$ cat src/rtl/reg_bank_pkg.sv
// Shared constants and helpers for the multi-port register bank.
// Optional same-cycle forwarding is enabled with the REG_BANK_BYPASS_EN macro.
package reg_bank_pkg;

    localparam int XLEN_DEF = 32;
    localparam int NREG_DEF = 32;
    localparam int ZERO_REG = 0;

    // Read selects carry one extra bit above the register index to reach the PC.
    function automatic int sel_w(input int nreg);
        return $clog2(nreg) + 1;
    endfunction

endpackage

$ cat src/rtl/reg_bank_mp_if.sv
// Bus bundle between the issue/writeback stages and the register bank.
// Used by reg_bank_mp in both builds (REG_BANK_BYPASS_EN defined or not).
interface reg_bank_mp_if
    import reg_bank_pkg::*;
#(
    parameter int XLEN = XLEN_DEF,
    parameter int NREG = NREG_DEF,
    parameter int NRD  = 4,
    parameter int NWR  = 2
);
    localparam int AW = sel_w(NREG);
    localparam int WA = $clog2(NREG);

    // Handshake: wr_en, iss_en and flush are single-cycle strobes sampled on every
    // rising edge; there is no ready, the bank accepts every strobe unconditionally.
    logic [XLEN-1:0]     pc_in;
    logic [NRD*AW-1:0]   rd_sel;
    logic [NRD*XLEN-1:0] rd_data;
    logic [NRD-1:0]      rd_busy;
    logic [NRD-1:0]      rd_use;
    logic                stall;
    logic [NWR-1:0]      wr_en;
    logic [NWR*WA-1:0]   wr_addr;
    logic [NWR*XLEN-1:0] wr_data;
    logic [NWR-1:0]      wr_clr;
    logic                iss_en;
    logic [WA-1:0]       iss_rd;
    logic                flush;

    modport master (
        output pc_in, rd_sel, rd_use, wr_en, wr_addr, wr_data, wr_clr,
               iss_en, iss_rd, flush,
        input  rd_data, rd_busy, stall
    );

    modport slave (
        input  pc_in, rd_sel, rd_use, wr_en, wr_addr, wr_data, wr_clr,
               iss_en, iss_rd, flush,
        output rd_data, rd_busy, stall
    );

endinterface

$ cat src/rtl/reg_scoreboard.sv
// Per-register busy bits: set on issue, cleared by retiring writes or a flush.
// Independent of REG_BANK_BYPASS_EN; forwarding only masks busy at the bank's read side.
module reg_scoreboard
    import reg_bank_pkg::*;
#(
    parameter int NREG = NREG_DEF,
    parameter int NWR  = 2,
    localparam int WA  = $clog2(NREG)
) (
    input  logic              clk_i,
    input  logic              rst_i,
    input  logic              iss_en_i,
    input  logic [WA-1:0]     iss_rd_i,
    input  logic              flush_i,
    input  logic [NWR-1:0]    wr_en_i,
    input  logic [NWR*WA-1:0] wr_addr_i,
    input  logic [NWR-1:0]    wr_clr_i,
    output logic [NREG-1:0]   busy_o
);

    logic [NREG-1:0] busy_q;
    logic [NREG-1:0] busy_d;

    // Order matters: flush, then retiring clears, then the issue set, so a new
    // issue always survives both a flush and a clear of the same register.
    always_comb begin
        busy_d = busy_q;
        if (flush_i) begin
            busy_d = '0;
        end
        for (int w = 0; w < NWR; w++) begin
            if (wr_en_i[w] && wr_clr_i[w]) begin
                busy_d[wr_addr_i[w*WA +: WA]] = 1'b0;
            end
        end
        if (iss_en_i && (iss_rd_i != WA'(ZERO_REG))) begin
            busy_d[iss_rd_i] = 1'b1;
        end
        busy_d[ZERO_REG] = 1'b0;
    end

    always_ff @(posedge clk_i or posedge rst_i) begin
        if (rst_i) begin
            busy_q <= '0;
        end else begin
            busy_q <= busy_d;
        end
    end

    assign busy_o = busy_q;

endmodule

$ cat src/rtl/reg_bank_mp.sv
// Parametrised NRD-read / NWR-write register bank with PC escape and scoreboard.
// Define REG_BANK_BYPASS_EN to forward same-cycle writes to the read ports.
module reg_bank_mp
    import reg_bank_pkg::*;
#(
    parameter int XLEN = XLEN_DEF,
    parameter int NREG = NREG_DEF,
    parameter int NRD  = 4,
    parameter int NWR  = 2
) (
    input logic          clk,
    input logic          reset,
    reg_bank_mp_if.slave bus
);

    localparam int AW = sel_w(NREG);
    localparam int WA = $clog2(NREG);

    logic [XLEN-1:0] regs_q [NREG];
    logic [XLEN-1:0] regs_d [NREG];
    logic [NREG-1:0] busy;

    // Ascending port order makes the highest-index writer win on an address clash.
    always_comb begin
        regs_d = regs_q;
        for (int w = 0; w < NWR; w++) begin
            if (bus.wr_en[w] && (bus.wr_addr[w*WA +: WA] != WA'(ZERO_REG))) begin
                regs_d[bus.wr_addr[w*WA +: WA]] = bus.wr_data[w*XLEN +: XLEN];
            end
        end
    end

    always_ff @(posedge clk or posedge reset) begin
        if (reset) begin
            for (int i = 0; i < NREG; i++) begin
                regs_q[i] <= '0;
            end
        end else begin
            regs_q <= regs_d;
        end
    end

    reg_scoreboard #(
        .NREG (NREG),
        .NWR  (NWR)
    ) u_scoreboard (
        .clk_i     (clk),
        .rst_i     (reset),
        .iss_en_i  (bus.iss_en),
        .iss_rd_i  (bus.iss_rd),
        .flush_i   (bus.flush),
        .wr_en_i   (bus.wr_en),
        .wr_addr_i (bus.wr_addr),
        .wr_clr_i  (bus.wr_clr),
        .busy_o    (busy)
    );

    for (genvar r = 0; r < NRD; r++) begin : g_rd
        logic [AW-1:0]   sel;
        logic [WA-1:0]   idx;
        logic            is_pc;
        logic [XLEN-1:0] val;
        logic            bsy;

        assign sel   = bus.rd_sel[r*AW +: AW];
        assign idx   = sel[WA-1:0];
        assign is_pc = (sel >= AW'(NREG));

        always_comb begin
            val = (idx == WA'(ZERO_REG)) ? '0 : regs_q[idx];
            bsy = busy[idx];
`ifdef REG_BANK_BYPASS_EN
            // A retiring write seen in the same cycle also hides the busy bit it clears.
            for (int w = 0; w < NWR; w++) begin
                if (bus.wr_en[w] && (bus.wr_addr[w*WA +: WA] != WA'(ZERO_REG)) &&
                    (bus.wr_addr[w*WA +: WA] == idx)) begin
                    val = bus.wr_data[w*XLEN +: XLEN];
                    if (bus.wr_clr[w]) begin
                        bsy = 1'b0;
                    end
                end
            end
`endif
            if (is_pc) begin
                val = bus.pc_in;
                bsy = 1'b0;
            end
        end

        assign bus.rd_data[r*XLEN +: XLEN] = val;
        assign bus.rd_busy[r]              = bsy;
    end

    assign bus.stall = |(bus.rd_busy & bus.rd_use);

endmodule

$ cat src/flat_wrapper.sv
// flat-port wrapper written by rule: the top's interface ports become plain ports
module reg_bank_mp_flat import reg_bank_pkg::*;
#(
    parameter int XLEN = XLEN_DEF,
    parameter int NREG = NREG_DEF,
    parameter int NRD  = 4,
    parameter int NWR  = 2
)
  (clk, reset, bus_pc_in, bus_rd_sel, bus_rd_use, bus_wr_en, bus_wr_addr, bus_wr_data, bus_wr_clr, bus_iss_en, bus_iss_rd, bus_flush, bus_rd_data, bus_rd_busy, bus_stall);
  reg_bank_mp_if #(.XLEN(XLEN), .NREG(NREG), .NRD(NRD), .NWR(NWR)) bus_i ();
  input logic clk;
  input logic reset;
  input wire logic [$bits(bus_i.pc_in)-1:0] bus_pc_in;
  input wire logic [$bits(bus_i.rd_sel)-1:0] bus_rd_sel;
  input wire logic [$bits(bus_i.rd_use)-1:0] bus_rd_use;
  input wire logic [$bits(bus_i.wr_en)-1:0] bus_wr_en;
  input wire logic [$bits(bus_i.wr_addr)-1:0] bus_wr_addr;
  input wire logic [$bits(bus_i.wr_data)-1:0] bus_wr_data;
  input wire logic [$bits(bus_i.wr_clr)-1:0] bus_wr_clr;
  input wire logic [$bits(bus_i.iss_en)-1:0] bus_iss_en;
  input wire logic [$bits(bus_i.iss_rd)-1:0] bus_iss_rd;
  input wire logic [$bits(bus_i.flush)-1:0] bus_flush;
  output wire logic [$bits(bus_i.rd_data)-1:0] bus_rd_data;
  output wire logic [$bits(bus_i.rd_busy)-1:0] bus_rd_busy;
  output wire logic [$bits(bus_i.stall)-1:0] bus_stall;
  assign bus_i.pc_in = bus_pc_in;
  assign bus_i.rd_sel = bus_rd_sel;
  assign bus_i.rd_use = bus_rd_use;
  assign bus_i.wr_en = bus_wr_en;
  assign bus_i.wr_addr = bus_wr_addr;
  assign bus_i.wr_data = bus_wr_data;
  assign bus_i.wr_clr = bus_wr_clr;
  assign bus_i.iss_en = bus_iss_en;
  assign bus_i.iss_rd = bus_iss_rd;
  assign bus_i.flush = bus_flush;
  assign bus_rd_data = bus_i.rd_data;
  assign bus_rd_busy = bus_i.rd_busy;
  assign bus_stall = bus_i.stall;
  reg_bank_mp #(.XLEN(XLEN), .NREG(NREG), .NRD(NRD), .NWR(NWR)) u_core (.clk(clk), .reset(reset), .bus(bus_i));
endmodule
$ cat config.mk
export PLATFORM = sky130hd
export DESIGN_NAME = reg_bank_mp_flat
export DESIGN_NICKNAME = d
export VERILOG_FILES = /design/src/rtl/reg_bank_pkg.sv /design/src/rtl/reg_bank_mp_if.sv /design/src/rtl/reg_scoreboard.sv /design/src/rtl/reg_bank_mp.sv /design/src/flat_wrapper.sv
export SDC_FILE = /design/constraint.sdc
export NUM_CORES = 2
export LEC_CHECK = 0
export CAP_MARGIN = 15
export CORE_UTILIZATION = 39
export DETAILED_ROUTE_END_ITERATION = 8
export MAX_ROUTING_LAYER = met4
export PLACE_DENSITY = 0.56
export SETUP_SLACK_MARGIN = 0.02
export SLEW_MARGIN = 20
export SYNTH_ARGS = -nofsm -noshare
export SYNTH_HDL_FRONTEND = slang
export SYNTH_SLANG_ARGS = --single-unit
$ cat constraint.sdc
create_clock -name clk -period 65.4 [get_ports clk]
set_clock_uncertainty 0.15 [all_clocks]
set_input_delay 9.81 -clock clk [delete_from_list [all_inputs] [get_ports clk]]
set_output_delay 9.81 -clock clk [all_outputs]
set_load 0.01 [all_outputs]
# Word level (Yosys, flattened, before mapping)
# Cells that the tools add are included.
[word_totals]
reg_bits = 1055
out_inout_bits = 133
word_cells = 135
[classes]
order_cmp = 22
mux = 50
bitwise = 12
n_reduce_logical = 18
[ops]
columns = ["cell", "n"]
rows = [
  ["bitwise mux 1024 bit", 2],
  ["two-way mux 1024 bit", 2],
  ["two-way mux 32 bit", 22],
  ["binary-select mux 32 bit (select 5 bit)", 4],
  ["demux 32 bit (select 5 bit)", 2],
  ["AND 32 bit", 2],
  ["NOT 32 bit", 2],
  [">= comparator 6 bit (second input constant)", 10],
  ["less-than comparator 5 x 6 -> 1 bit (second input constant)", 7],
  ["NOT 5 -> 6 bit", 6],
  ["OR 32 bit", 1],
  ["binary-select mux 1 bit (select 5 bit)", 4],
  ["logical NOT 5 bit", 4],
  ["demux 1 bit (select 5 bit)", 3],
  [">= comparator 5 x 1 -> 1 bit (second input constant)", 3],
  ["nonzero test 5 bit", 3],
  ["less-than comparator 6 x 1 -> 1 bit (second input constant)", 2],
  ["two-way mux 1 bit", 11],
  ["logical AND 1 bit", 10],
  ["AND 4 bit", 1],
  ["OR reduction 4 bit", 1],
]

# Depth between registers and ports, before layout
[depth]
word_depth = 11
mapped_depth = 9
mapped_depth_nobuf = 5

# By module
# Synthesis repeated with hierarchy kept, for this count alone.
[unflattened]
cells_unflattened = 7733
hier_area_um2 = 83716.5
[by_module_without_submodules]
columns = ["module", "n_inst", "cells_each", "area_each_um2", "seq_area_each_um2"]
rows = [
  ["reg_bank_mp", 1, 7558, 82022.4, 25624.6],
  ["reg_scoreboard", 1, 175, 1694.1, 775.7],
]

# Least setup slack after synthesis
# Ideal clock, no wire load.
[synth_timing]
kind = "in2out"
startpoint = "input bus_rd_sel[18]"
endpoint = "output bus_rd_data[115]"
arrival_time_ps = 11499
required_ps = 55440
setup_slack_ps = 43941
path_stages = 7
path_cell_list = "buf_2 buf_2 buf_2 mux4_2 o221ai_1 a21oi_1 a211o_1"
[synth_between]
elab_chain_cells = 6
word_cells_on_any_way = 8
[synth_lines]
columns = ["item", "line_no", "text"]
rows = [
  ["from (decl)", "flat_wrapper.sv:14", "input wire logic [$bits(bus_i.rd_sel)-1:0] bus_rd_sel;"],
  ["NOT 5 -> 6 bit (not written as such)", "reg_bank_mp.sv:70", "val = (idx == WA'(ZERO_REG)) ? '0 : regs_q[idx];"],
  ["binary-select mux 32 bit (select 5 bit)", "reg_bank_mp.sv:70", ""],
  ["two-way mux 32 bit (not written as such) (2 in a row)", "reg_bank_mp.sv:70", ""],
  ["two-way mux 32 bit", "reg_bank_mp.sv:70", ""],
  ["two-way mux 32 bit (*)", "reg_bank_mp.sv:84", "if (is_pc) begin"],
  ["to (decl)", "flat_wrapper.sv:23", "output wire logic [$bits(bus_i.rd_data)-1:0] bus_rd_data;"],
]
# Mark *: on every way between the ends. The rest lies on a longest branch, timed or not. The select of a mux whose other input is x is not followed.

# Worst setup path after layout
[layout_timing]
startpoint = "input bus_rd_sel[18]"
endpoint = "output bus_rd_data[109]"
# The elaborated chain is that of the path after synthesis.

==> metrics.md <==
| Metric | Value |
|---|---|
| Setup bufs post-CTS | 0 |
| Comb pwr share | 0.321 |
| Post-synth EDFFs | 0 |
| GRT overflow | 0 |
| Via Count | between 70k and 80k |
| WL met2 | ~170000 µm |
| P_sw | about 950 µW |
| Total chip power | 2.71 mW |
| Synthesis Warnings | 0 |
| Max-cap check violation count | 0 |
| Area grow syn2layout | 10.7% |
| Initial antenna violation count | 51 |
| Routed WL | ~410000 µm |
| Number of synthesized register bits | 1055 |
| Worst path required time | roughly 55 ns |
| Leakage power | around 36 nW |
| Routed vias/inst | about 7.1 |
| Post-synthesis cell type count | 55 |
| Most used flip-flop cell after synthesis | dfrtp_1 |
| Setup TNS | 0 ns |
| Fin util | 0.436 |
| RePlAce Congestion | about 0.98 |
| Drt drc | 0 |
| Internal power | about 1.8 mW |
| Max Used Layer | met4 |
| Post-Place Cells | a little over 10k |
| Net Sw Frac | 0.351 |
| Antenna Nets Post-Route | 0 |
| IO Port Bufs | roughly 280 |
| Avg WL per Cell | 39.4 µm |
| Pre-antenna DRT Iters | 8 |
| Final Setup Violations | 0 |
| Final net count | 7579 |
| Place WS | about 41 ns |
| CP Data Arrival Time | 14.83 ns |
| Initial Util | 0.394 |
| Vias in the first global route | between 70k and 80k |
| Layout cells sized above 1 | 0.188 |
| Core ar. | between 200000 and 250000 µm² |
| Average size of a mapped cell | ~11 µm² |
| HP Class | register to register |
| DP HPWL | ~240000 µm |
| Die W | 463 µm |
| Clk root buf | clkbuf_16 |
| Crit path time final | about 25 ns |
| CP Capture Type | output port |
| Number of CTS-inserted buffers | 130 |
| Fin crit share | 0.379 |
| Final Slew Violations | 0 |
| GRT Overall Usage | 0.384 |
| Worst Setup Path Type | input port to output port |
| Final WS setup | a little over 40 ns |
| Async set-reset flop share out of synthesis | 1.00 |
| Die H | 463 µm |
| Net Count, Synth | between 7k and 8k |
| Worst skew pair latency | 0.81 ns |
| WHS | 0.302 ns |
| Syn Inst Count | 7787 |
| Initial DRC Count | approximately 12k |
| Slew @ Worst Pin | 1.30 ns |
| Met3 WL | ~54000 µm |
| Num rows | between 150 and 200 |
| Reg power frac | 0.389 |
| Hold_buf cts | 0 |
| Non-Filler Cell Area, Final | between 90000 and 100000 µm² |
| Maximum vdd drop | between 0.02 and 0.03 mV |
| M1 WL | about 140000 µm |
| Crit-path max FO | 57 |
| Clock Path Buffers | 3 |
| First-pass GRT wire length | roughly 570000 µm |
| Post-synth top area share | 0.319 |
| RSZ-0062 raised after global routing | no |
| F_max | around 40 MHz |
| Pwr Density | 29.5 nW/µm² |
| Max-slew headroom | 0.131 |
| Io pins | 280 |
| Final hold vios | 0 |
| Largest net degree at the start of global routing | roughly 150 |
| Outcome | completed |
| CTS Sinks | ~1.1k |
| Register area share after synthesis | 0.319 |
| Post-synthesis cell area | just over 80000 µm² |
| Area after DPL | ~87000 µm² |
| Fin cells | a little over 10k |
| Startpoint Class | input port |
| Dominant cells by area after synthesis | dfrtp_1 (32%), mux4_2 (23%), mux2i_1 (19%) |
| Synth area leader | dfrtp_1 |
| Clock power share | 0.289 |
| TritonCTS clock tree | yes |
| PostCTS Resize Cnt | 0 |
| Worst-path clk slew | around 0.06 ns |
| Die Area | approximately 210000 µm² |
| # H-tree levels | 4 |
[worst paths after layout]
kind,to,cells after the start,start,slack (ns)
setup reg to reg,u_core.u_scoreboard.busy_o[5]$_DFF_PP0_,3,u_core.u_scoreboard.busy_o[5]$_DFF_PP0_,64.25
max in group asynchronous,u_core.regs_q[435]$_DFF_PP0_,9,reset,49.74
hold / removal,u_core.regs_q[1001]$_DFF_PP0_,0,u_core.regs_q[1001]$_DFF_PP0_,0.30
setup / recovery,bus_rd_data[109],10,bus_rd_sel[18],40.61
min in group asynchronous,u_core.regs_q[732]$_DFF_PP0_,2,reset,9.32
hold reg to reg,u_core.regs_q[1001]$_DFF_PP0_,0,u_core.regs_q[1001]$_DFF_PP0_,0.30
[logic make-up after synthesis]
kind of cell / Yosys count / share of synthesized area
buffers and inverters: 992 / 0.0515
AOI/OAI and AO/OA: 2054 / 0.147
DFF: 1055 / 0.319
muxes: 2419 / 0.422
and+or+nand+nor: 1267 / 0.0617
[power groups by stage]
stage	registers (mW)	clock network, mW	logic [mW]
4_1_cts	1.04	0.784	0.851
2_1_floorplan	0.973	0	0.642
3_5_place_dp	1.05	0	0.851
6_report	1.05	0.783	0.870
3_3_place_gp	1.03	0	0.834
5_1_grt	1.08	0.808	0.916
[cell usage after synthesis, types with 4 or more instances]
cell / instances
o22ai_1: 31
or2_2: 8
o221ai_1: 351
mux2_2: 5
o2111ai_1: 17
or2_1: 11
a21oi_1: 1146
buf_2: 218
nor3_1: 6
and3_1: 4
nor2_1: 987
mux4_2: 856
or3_1: 4
nor2_2: 10
inv_2: 5
buf_6: 10
nand3b_1: 6
nor2b_1: 22
nand2_1: 146
mux2i_1: 1554
o21ai_1: 82
clkbuf_1: 619
nor4_1: 4
o21ai_0: 306
inv_1: 13
dfrtp_1: 1055
and2_1: 5
nand2b_1: 8
o32ai_1: 7
nand4_1: 13
nand3_1: 19
a211o_1: 93
buf_1: 75
mux2_1: 4
buf_4: 52
[worst max-delay path, cell delays in order]
cell and delay [ns]:
buf_8 0.45, buf_4 0.83, buf_4 0.71, buf_4 0.72, mux2i_1 0.18, o221ai_1 0.26
o221ai_1 0.18, a21oi_1 0.44, a211o_1 0.37, clkdlybuf4s50_1 0.61
[registers in the layout, summed over array words and instances (netlist names)]
signal,flops
u_core.regs_q,1024
u_core.u_scoreboard.busy_o,31
[placed cells by master, fill, tap and decap left out, types with 11 or more instances in the layout]
| cell type | Yosys | layout |
|---|---|---|
| clkdlybuf4s50_1 | 0 | 243 |
| nor2_1 | 987 | 973 |
| dfrtp_1 | 1055 | 1055 |
| o21ai_0 | 306 | 306 |
| clkbuf_16 | 0 | 140 |
| mux2i_1 | 1554 | 1554 |
| mux4_2 | 856 | 856 |
| a211o_1 | 93 | 93 |
| clkbuf_8 | 0 | 27 |
| inv_1 | 13 | 11 |
| nor2_4 | 0 | 24 |
| o22ai_1 | 31 | 31 |
| clkbuf_1 | 619 | 29 |
| bufinv_16 | 0 | 11 |
| a21oi_1 | 1146 | 1146 |
| buf_4 | 52 | 201 |
| nand3_1 | 19 | 16 |
| nand2_1 | 146 | 114 |
| o2111ai_1 | 17 | 17 |
| nand2_4 | 0 | 32 |
| o221ai_1 | 351 | 351 |
| nand4_1 | 13 | 13 |
| clkinv_2 | 0 | 20 |
| buf_2 | 218 | 25 |
| o21ai_1 | 82 | 82 |
| nor2b_1 | 22 | 19 |
| diode_2 | 0 | 55 |
[per-layer routing]
layer	track usage	vias to the layer above
li1	-	29300
met1	0.456	36900
met2	0.536	6084
met3	0.129	1658
met4	0.290	0
met5	-	-
[area by class of cell]
type	count	area (µm²)
fillers	19500	119000
multi-input cells	5740	52700
flip-flops and latches	1055	26400
repair buffers	487	4360
clock buffers	196	3980
well taps	2805	3510
clock inverters	41	518
diodes	55	138
inverters	18	95.1
Note: power is estimated with default switching activity, not from simulation.
